### config.mk
export PLATFORM = sky130hd
export DESIGN_NAME = voter_nmr
export DESIGN_NICKNAME = d
export VERILOG_FILES = /design/src/rtl/voter_nmr.sv
export SDC_FILE = /design/constraint.sdc
export NUM_CORES = 1
export LEC_CHECK = 0
export BUFFER_PORTS_ARGS = -buffer_cell sky130_fd_sc_hd__buf_2
export CAP_MARGIN = 40
export CELL_PAD_IN_SITES_DETAIL_PLACEMENT = 1
export CELL_PAD_IN_SITES_GLOBAL_PLACEMENT = 2
export CORE_ASPECT_RATIO = 1.75
export CORE_UTILIZATION = 36
export CTS_BUF_LIST = sky130_fd_sc_hd__clkbuf_8
export DETAILED_ROUTE_END_ITERATION = 6
export HOLD_SLACK_MARGIN = 0.05
export PLACE_DENSITY = 0.88
export SETUP_SLACK_MARGIN = 0.2
export SLEW_MARGIN = 20
export SYNTH_ARGS = -nofsm -noshare
export SYNTH_HDL_FRONTEND = slang
export SYNTH_SLANG_ARGS = --single-unit
### constraint.sdc
create_clock -name clk -period 5.3 [get_ports clk]
set_input_delay 0.53 -clock clk [delete_from_list [all_inputs] [get_ports clk]]
set_output_delay 0.53 -clock clk [all_outputs]
set_load 0.01 [all_outputs]
### src/rtl/voter_nmr.sv
// rtl/voter_nmr.sv - N-modular-redundancy word voter with per-channel fault tracking
// Registered bitwise majority over active channels; persistently disagreeing channels are excluded.
module voter_nmr #(
  parameter int WIDTH       = 8,
  parameter int CHANNELS    = 3,
  parameter int FAULT_LIMIT = 4,
  parameter int CNT_W       = 8
) (
  input  logic                      clk,
  input  logic                      rst_n,
  input  logic                      in_valid,
  input  logic [CHANNELS*WIDTH-1:0] in_data,
  input  logic                      clear_faults,
  output logic                      out_valid,
  output logic [WIDTH-1:0]          out_data,
  output logic                      out_tie,
  output logic [CHANNELS-1:0]       mismatch,
  output logic [CHANNELS-1:0]       fault,
  output logic [CNT_W-1:0]          err_count
);

  typedef enum logic [1:0] {HEALTHY, SUSPECT, FAULTY} state_e;

  localparam logic [3:0] LIMIT = 4'(FAULT_LIMIT);

  state_e              state_q  [CHANNELS];
  state_e              state_d  [CHANNELS];
  logic [3:0]          streak_q [CHANNELS];
  logic [3:0]          streak_d [CHANNELS];

  logic                out_valid_q;
  logic [WIDTH-1:0]    out_data_q;
  logic                out_tie_q;
  logic [CHANNELS-1:0] mismatch_q;
  logic [CNT_W-1:0]    err_q, err_d;

  logic [CHANNELS-1:0] active;
  logic [4:0]          n_active, n_left, ones;
  logic [WIDTH-1:0]    vote_d;
  logic                tie_d;
  logic [CHANNELS-1:0] mm_d;
  logic [3:0]          streak_inc;

  always_comb begin
    n_active = '0;
    for (int k = 0; k < CHANNELS; k++) begin
      active[k] = (state_q[k] != FAULTY);
      fault[k]  = (state_q[k] == FAULTY);
      n_active  = n_active + {4'd0, active[k]};
    end
  end

  always_comb begin
    vote_d = '0;
    tie_d  = 1'b0;
    ones   = '0;
    mm_d   = '0;
    for (int b = 0; b < WIDTH; b++) begin
      ones = '0;
      for (int k = 0; k < CHANNELS; k++) begin
        if (active[k] && in_data[k*WIDTH+b]) ones = ones + 5'd1;
      end
      vote_d[b] = ({ones[3:0], 1'b0} > n_active);
      if ({ones[3:0], 1'b0} == n_active) tie_d = 1'b1;
    end
    for (int k = 0; k < CHANNELS; k++) begin
      mm_d[k] = active[k] && (in_data[k*WIDTH +: WIDTH] != vote_d);
    end
  end

  // Channels are walked in ascending order so that, when several hit the limit
  // together, lower indices are excluded first until the two-channel floor bites.
  always_comb begin
    n_left     = n_active;
    streak_inc = '0;
    for (int k = 0; k < CHANNELS; k++) begin
      state_d[k]  = state_q[k];
      streak_d[k] = streak_q[k];
    end
    if (clear_faults) begin
      for (int k = 0; k < CHANNELS; k++) begin
        state_d[k]  = HEALTHY;
        streak_d[k] = '0;
      end
    end else if (in_valid) begin
      for (int k = 0; k < CHANNELS; k++) begin
        streak_inc = (streak_q[k] >= LIMIT) ? LIMIT : streak_q[k] + 4'd1;
        case (state_q[k])
          HEALTHY, SUSPECT: begin
            if (!mm_d[k]) begin
              state_d[k]  = HEALTHY;
              streak_d[k] = '0;
            end else begin
              streak_d[k] = streak_inc;
              if (streak_inc == LIMIT && n_left > 5'd2) begin
                state_d[k] = FAULTY;
                n_left     = n_left - 5'd1;
              end else begin
                state_d[k] = SUSPECT;
              end
            end
          end
          default: ;
        endcase
      end
    end
  end

  always_comb begin
    err_d = err_q;
    if (clear_faults) begin
      err_d = '0;
    end else if (in_valid && (|mm_d) && (err_q != {CNT_W{1'b1}})) begin
      err_d = err_q + 1'b1;
    end
  end

  always_ff @(posedge clk or negedge rst_n) begin
    if (!rst_n) begin
      out_valid_q <= 1'b0;
      out_data_q  <= '0;
      out_tie_q   <= 1'b0;
      mismatch_q  <= '0;
      err_q       <= '0;
      for (int k = 0; k < CHANNELS; k++) begin
        state_q[k]  <= HEALTHY;
        streak_q[k] <= '0;
      end
    end else begin
      out_valid_q <= in_valid;
      if (in_valid) begin
        out_data_q <= vote_d;
        out_tie_q  <= tie_d;
        mismatch_q <= mm_d;
      end
      err_q <= err_d;
      for (int k = 0; k < CHANNELS; k++) begin
        state_q[k]  <= state_d[k];
        streak_q[k] <= streak_d[k];
      end
    end
  end

  assign out_valid = out_valid_q;
  assign out_data  = out_data_q;
  assign out_tie   = out_tie_q;
  assign mismatch  = mismatch_q;
  assign err_count = err_q;

endmodule

* Word-level counts from Yosys, hierarchy flattened
Cells that the tools add are included.
** Storage, ports and cells
- Flip-flop bits (word level) :: 39
- Input bits :: 28
- Output and inout port bits :: 24
- Logic and storage cells :: 186
** Cells by class
- $add $sub $neg :: 24
- Magnitude comparators :: 14
- Equality and inequality tests :: 24
- Mux-type cells :: 66
- Reductions and logical operators :: 47
** Operator list (number)
- $mux 4 :: 25
- $mux 5 :: 10
- $add 4x1->4 const B :: 11
- $eq 5x3->1 :: 8
- $gt 5x3->1 :: 8
- $logic_and 1x1->1 :: 32
- $mux 12 :: 2
- $ne 8x8->1 :: 3
- $mux 2 :: 9
- $add 1x1->2 const B :: 8
- $mux 1 :: 16
- $mux 8 :: 2
- $eq 4x3->1 const B :: 3
- $ge 4x3->1 const B :: 3
- $mux 6 :: 2
- $gt 5x2->1 const B :: 2
- $reduce_bool 2->1 :: 5
- $add 8x1->8 const B :: 1
- $ne 8x8->1 const B :: 1
- $eq 2x1->1 const B :: 3
- $eq 2x2->1 const B :: 3
- $logic_not 2->1 :: 3
- $ne 2x2->1 const B :: 3
- $reduce_and 2->1 :: 3
- 7 further kinds :: 9

* Longest topological paths before layout
- Word-level depth :: 28
- Depth in mapped cells :: 22
- Gate-level depth less buffers :: 20

* Worst setup path before layout
No wires, ideal clock.
- Kind :: register to register
- Start point :: register state_q[1] in the netlist's numbering
- End point :: register state_q[0] in the netlist's numbering
- Library setup time :: 0.121 ns
- Arrival time :: 4.384 ns
- Data required time :: 5.179 ns
- Slack :: 0.795 ns
- Stages on the path, launching flop included :: 22
- Path buffers :: 4
- Clock period less this slack :: 4.505 ns
- Cell sequence :: dfrtp_1 nand2b_1 buf_6 inv_2 buf_6 buf_6 fa_1 ha_1 and2_1 buf_1 nor4_1 or4_1 nor4_1 nand4_1 nor2_1 o31ai_1 ha_1 nor2_1 nand2_1 or3_1 mux2_2 a22o_1
** Between the ends
- Cells in the longest elaborated chain, start to end :: 24
- Elaborated cells on any way between the ends :: 60
- Those cells by class :: add/sub: 3; order compare: 11; eq/ne: 5; mux: 23; reduce/logical: 18
** RTL lines
- start, declared :: line 26 : state_e state_q [CHANNELS];
- start signal, assigned by index :: line 138 : state_q[k] <= state_d[k];
- branches (longest 24 deep; another with $gt 5x3->1)
Several ways; the timed one is not identified. The select of a mux whose other input is x is not followed.
A chain may end at the register's enable or synchronous reset.

* Final worst setup path
- Start point :: register state_q[5] in the netlist's numbering
- End point :: register state_q[0] in the netlist's numbering
** Between the ends
- Cells in the longest elaborated chain, start to end :: 28
- Elaborated cells on any way between the ends :: 91
- Those cells by class :: add/sub: 20; order compare: 11; eq/ne: 5; mux: 39; reduce/logical: 16
** RTL lines
- $ne 2x2->1 :: line 47 : active[k] = (state_q[k] != FAULTY);
- $logic_and 1x1->1 :: line 61 : if (active[k] && in_data[k*WIDTH+b]) ones = ones + 5'd1;
- $mux 1 :: line 61
- $add 1x1->2 :: line 61
- $mux 4 :: line 61
- $add 4x1->4 :: line 61
- $mux 4 :: line 61
- $gt 5x3->1 :: line 63 : vote_d[b] = ({ones[3:0], 1'b0} > n_active);
- [12 not listed]
- $mux 5 :: line 80 : if (clear_faults) begin
- $gt 5x2->1 :: line 95 : if (streak_inc == LIMIT && n_left > 5'd2) begin
- $logic_and 1x1->1 :: line 95
- $mux 2 :: line 95
- $mux 2 * :: line 90 : if (!mm_d[k]) begin
- $mux 2 * :: line 88 : case (state_q[k])
- $mux 6 * :: line 85 : end else if (in_valid) begin
- $mux 6 * :: line 80
Every way passes the cells marked *; elsewhere a longest branch is shown, timed or not. The select of a mux whose other input is x is not followed.

==> summary.md <==
| Metric | Value |
|---|---|
| Crit share post-route | `0.9033` |
| Drt drc | `0` |
| Total grt overflow | `0` |
| Commonest non-fill, non-tap cells in the layout | `54 x inv_1, 51 x buf_2, 50 x nand2_1` |
| R2r worst-path depth | `20` |
| Root Buffer | `clkbuf_8` |
| Fillers | `around 1300` |
| Least-Margin Pin Slew | `about 0.63 ns` |
| Via density | `6.061` |
| Io pins | `52` |
| CTS max path bufs | `2` |
| CTS Buf Count | `5` |
| Synth unique cells | `between 60 and 70` |
| Status | `finished, final reports clean` |
| Iter 0 DRT Violations | `between 200 and 250` |
| Core area | `between 0.01 and 0.015 mm²` |
| Met2 wire length | `roughly 7600 µm` |
| Layout cells sized above 1 | `0.1763` |
| Antenna violations before repair | `0` |
| CP required | `5.49 ns` |
| Synthesized flop and latch total | `39` |
| Worst Slack Setup Final | `a little over 0.5 ns` |
| HP Class | `input pin to asynchronous set/reset pin` |
| Worst reg2reg startpoint | `state_q[5]$_DFFE_PN0P_` |
| Mapped cell area | `~0.004 mm²` |
| Minimum clock period | `around 4.8 ns` |
| Final Hold Vio Count | `0` |
| TNS Setup | `0 ns` |
| Gate count of the mapped netlist | `about 480` |
| Uppermost routed layer | `met4` |
| Reg-to-Reg End | `state_q[0]$_DFFE_PN0P_` |
| Reg2reg setup slack | `between 0.5 and 0.6 ns` |
| Met3 routed WL | `~570 µm` |
| WS Path Type | `flop to flop` |
| Syn Nets | `approximately 550` |
| # port buffers | `a little over 50` |
| Crit path DAT | `a little under 5 ns` |
| Row count | `50` |
| Worst hold slack | `0.07482 ns` |
| CTS tree | `yes` |
| Routed vias | `approximately 4100` |
| Clock Latency Late Sink | `about 0.3 ns` |
| Leakage | `~0.0022 µW` |
| Critical path capture point type | `flop` |
| Critical path fanouts, max | `6` |
| Seq/Total Area, Yosys | `0.2480` |
| Synth area leader | `dfrtp_1` |
| Nets | `about 600` |
| Setup crit start kind | `flop` |
| DP HPWL | `approximately 12000 µm` |
| # diodes | `0` |
| Mean Syn Cell Area | `8.181 µm²` |
| Routed Antenna Nets | `0` |
| Die Wd | `81.03 µm` |
| Top cells by area, synth | `dfrtp_1 25%, ha_1 9.2%, inv_1 5.2%, nand2_1 4.8%, fa_1 4.6%` |
| First-pass GRT wire length | `between 20000 and 25000 µm` |
| WL met1 | `between 5000 and 6000 µm` |
| Total Power | `between 800 and 900 µW` |
| Average wire per standard cell | `21.69 µm` |
| Post-synth EDFFs | `0` |
| RD Place Congestion | `~0.95` |
| Most used flip-flop cell after synthesis | `dfrtp_1` |
| Total GRT Usage | `0.2682` |
| Placement Setup Slack | `0.4468 ns` |
| Max Cap Viol | `0` |
| Clock Sinks | `39` |
| Power Dens Cells | `approximately 190 mW/mm²` |
| Total die area | `~0.011 mm²` |
| Yosys warnings | `0` |
| DR pass1 iterations | `5` |
| Number of global-route vias before repair | `between 4000 and 5000` |
| Maximum vdd drop | `~0.00019 V` |
| Fmax | `208.9 MHz` |
| Initial Utilization | `0.3700` |
| P&R area growth vs syn | `14.69%` |
| Most common cell after layout, fill and taps aside | `inv_1` |
| DRT Wirelength | `14510 µm` |
| Layout Skew | `roughly 0.009 ns` |
| Slew Viols, Final | `0` |
| Largest net degree at the start of global routing | `32` |
| Die Height | `roughly 140 µm` |
| Max-slew headroom | `0.5774` |
| FFs w/ async S/R, synth | `1.000` |
| Clock Pin Slew Worst Setup and Hold Paths | `0.08 ns` |
| Synth top area share | `0.2480` |
| RSZ-0062 raised after global routing | `no` |
| Endpoints failing setup | `0` |
| H-tree levels | `2` |
[worst max path at each step]
stage | from | to | slack [ns] | cells after the start
after global placement | state_q[5]$_DFFE_PN0P_ | state_q[0]$_DFFE_PN0P_ | 0.54 | 18
after floorplan | state_q[1]$_DFFE_PN0P_ | state_q[0]$_DFFE_PN0P_ | 0.80 | 21
after CTS | state_q[5]$_DFFE_PN0P_ | state_q[0]$_DFFE_PN0P_ | 0.43 | 20
after global routing | state_q[5]$_DFFE_PN0P_ | state_q[0]$_DFFE_PN0P_ | 0.26 | 20
after detailed placement | state_q[5]$_DFFE_PN0P_ | state_q[0]$_DFFE_PN0P_ | 0.45 | 20
final | state_q[5]$_DFFE_PN0P_ | state_q[0]$_DFFE_PN0P_ | 0.51 | 20
[cell usage after synthesis (5+ instances only)]
| library cell | n |
|---|---|
| inv_1 | 54 |
| nand2_1 | 50 |
| dfrtp_1 | 39 |
| ha_1 | 29 |
| nor2_1 | 29 |
| o21ai_0 | 28 |
| nand3_1 | 19 |
| a21oi_1 | 17 |
| nand2b_1 | 17 |
| and2_1 | 13 |
| mux2i_1 | 12 |
| fa_1 | 9 |
| clkbuf_1 | 8 |
| nor4_1 | 8 |
| o21ai_1 | 8 |
| or3_1 | 8 |
| nand4_1 | 7 |
| o22ai_1 | 7 |
| o31ai_1 | 7 |
| and3_1 | 6 |
| mux2_2 | 6 |
| nor2b_1 | 6 |
| a22oi_1 | 5 |
| buf_6 | 5 |
| o2111ai_1 | 5 |
| or4_1 | 5 |
[routing by layer]
metal,up-vias,global-route usage
met5,-,0
met4,0,0.1833
met3,65,0.03062
met2,154,0.4878
met1,1971,0.2743
li1,1865,-
[power by group]
part / switching, µW / total [µW] / internal [µW] / leakage [µW]
registers: 13.1 / 329 / 316 / 0.000507
logic: 160 / 263 / 103 / 0.00164
clock network: 111 / 251 / 140 / 0.0000581
[worst max-delay path, stage by stage, from the launching register on]
cell	delay (ns)
dfrtp_1	0.45
nand2b_4	0.12
buf_4	0.17
and2_1	0.17
inv_1	0.08
fa_1	0.54
inv_1	0.04
ha_1	0.30
and3_1	0.29
a22oi_1	0.30
o211ai_1	0.18
nor4_2	0.28
nand4_1	0.17
nor2_1	0.16
o31ai_1	0.13
ha_1	0.20
nor2_1	0.09
nand2_1	0.11
or3_1	0.37
mux2_2	0.30
a22o_1	0.23
[layout make-up]
cell class                 count  area, µm²  share of cell area
clock buffer                   5      68.82             0.01525
clock inverter                 3      43.79            0.009703
timing repair buffer          67      387.9             0.08594
sequential                    39      975.9              0.2162
inverter                      55      206.4             0.04574
multi-input combinational    370       2668              0.5911
tap                          130      162.7             0.03604
[state kept, by name, indices dropped and copies added, names as in the netlist]
signal     flops
err_count      8
mismatch       3
out_data       8
out_tie        1
out_valid      1
state_q        6
streak_q      12
[stage by stage]
step	utilization	std cells	area, µm²
2_1_floorplan	-	481	3935
3_5_place_dp	0.4119	661	4380
4_1_cts	0.4225	669	4493
6_report	0.4244	669	4513
5_1_grt	0.4244	669	4513
3_3_place_gp	0.4100	660	4360
[logic make-up after synthesis]
kind of cell,count (synthesis),synth area share
simple gates,187,0.2537
mux,18,0.04769
flops,39,0.2480
buf+inv,72,0.07917
compound gates,125,0.2289
fa+ha+maj,38,0.1380
xor+xnor,2,0.004452
[timing repair]
action | 4_1_cts | 5_1_grt
setup buffers | 0 | 0
endpoints found under the setup margin | 0 | 2
gates resized for setup | 0 | 3
hold buffers | 0 | 0
Power figures use the tool's default switching activity.
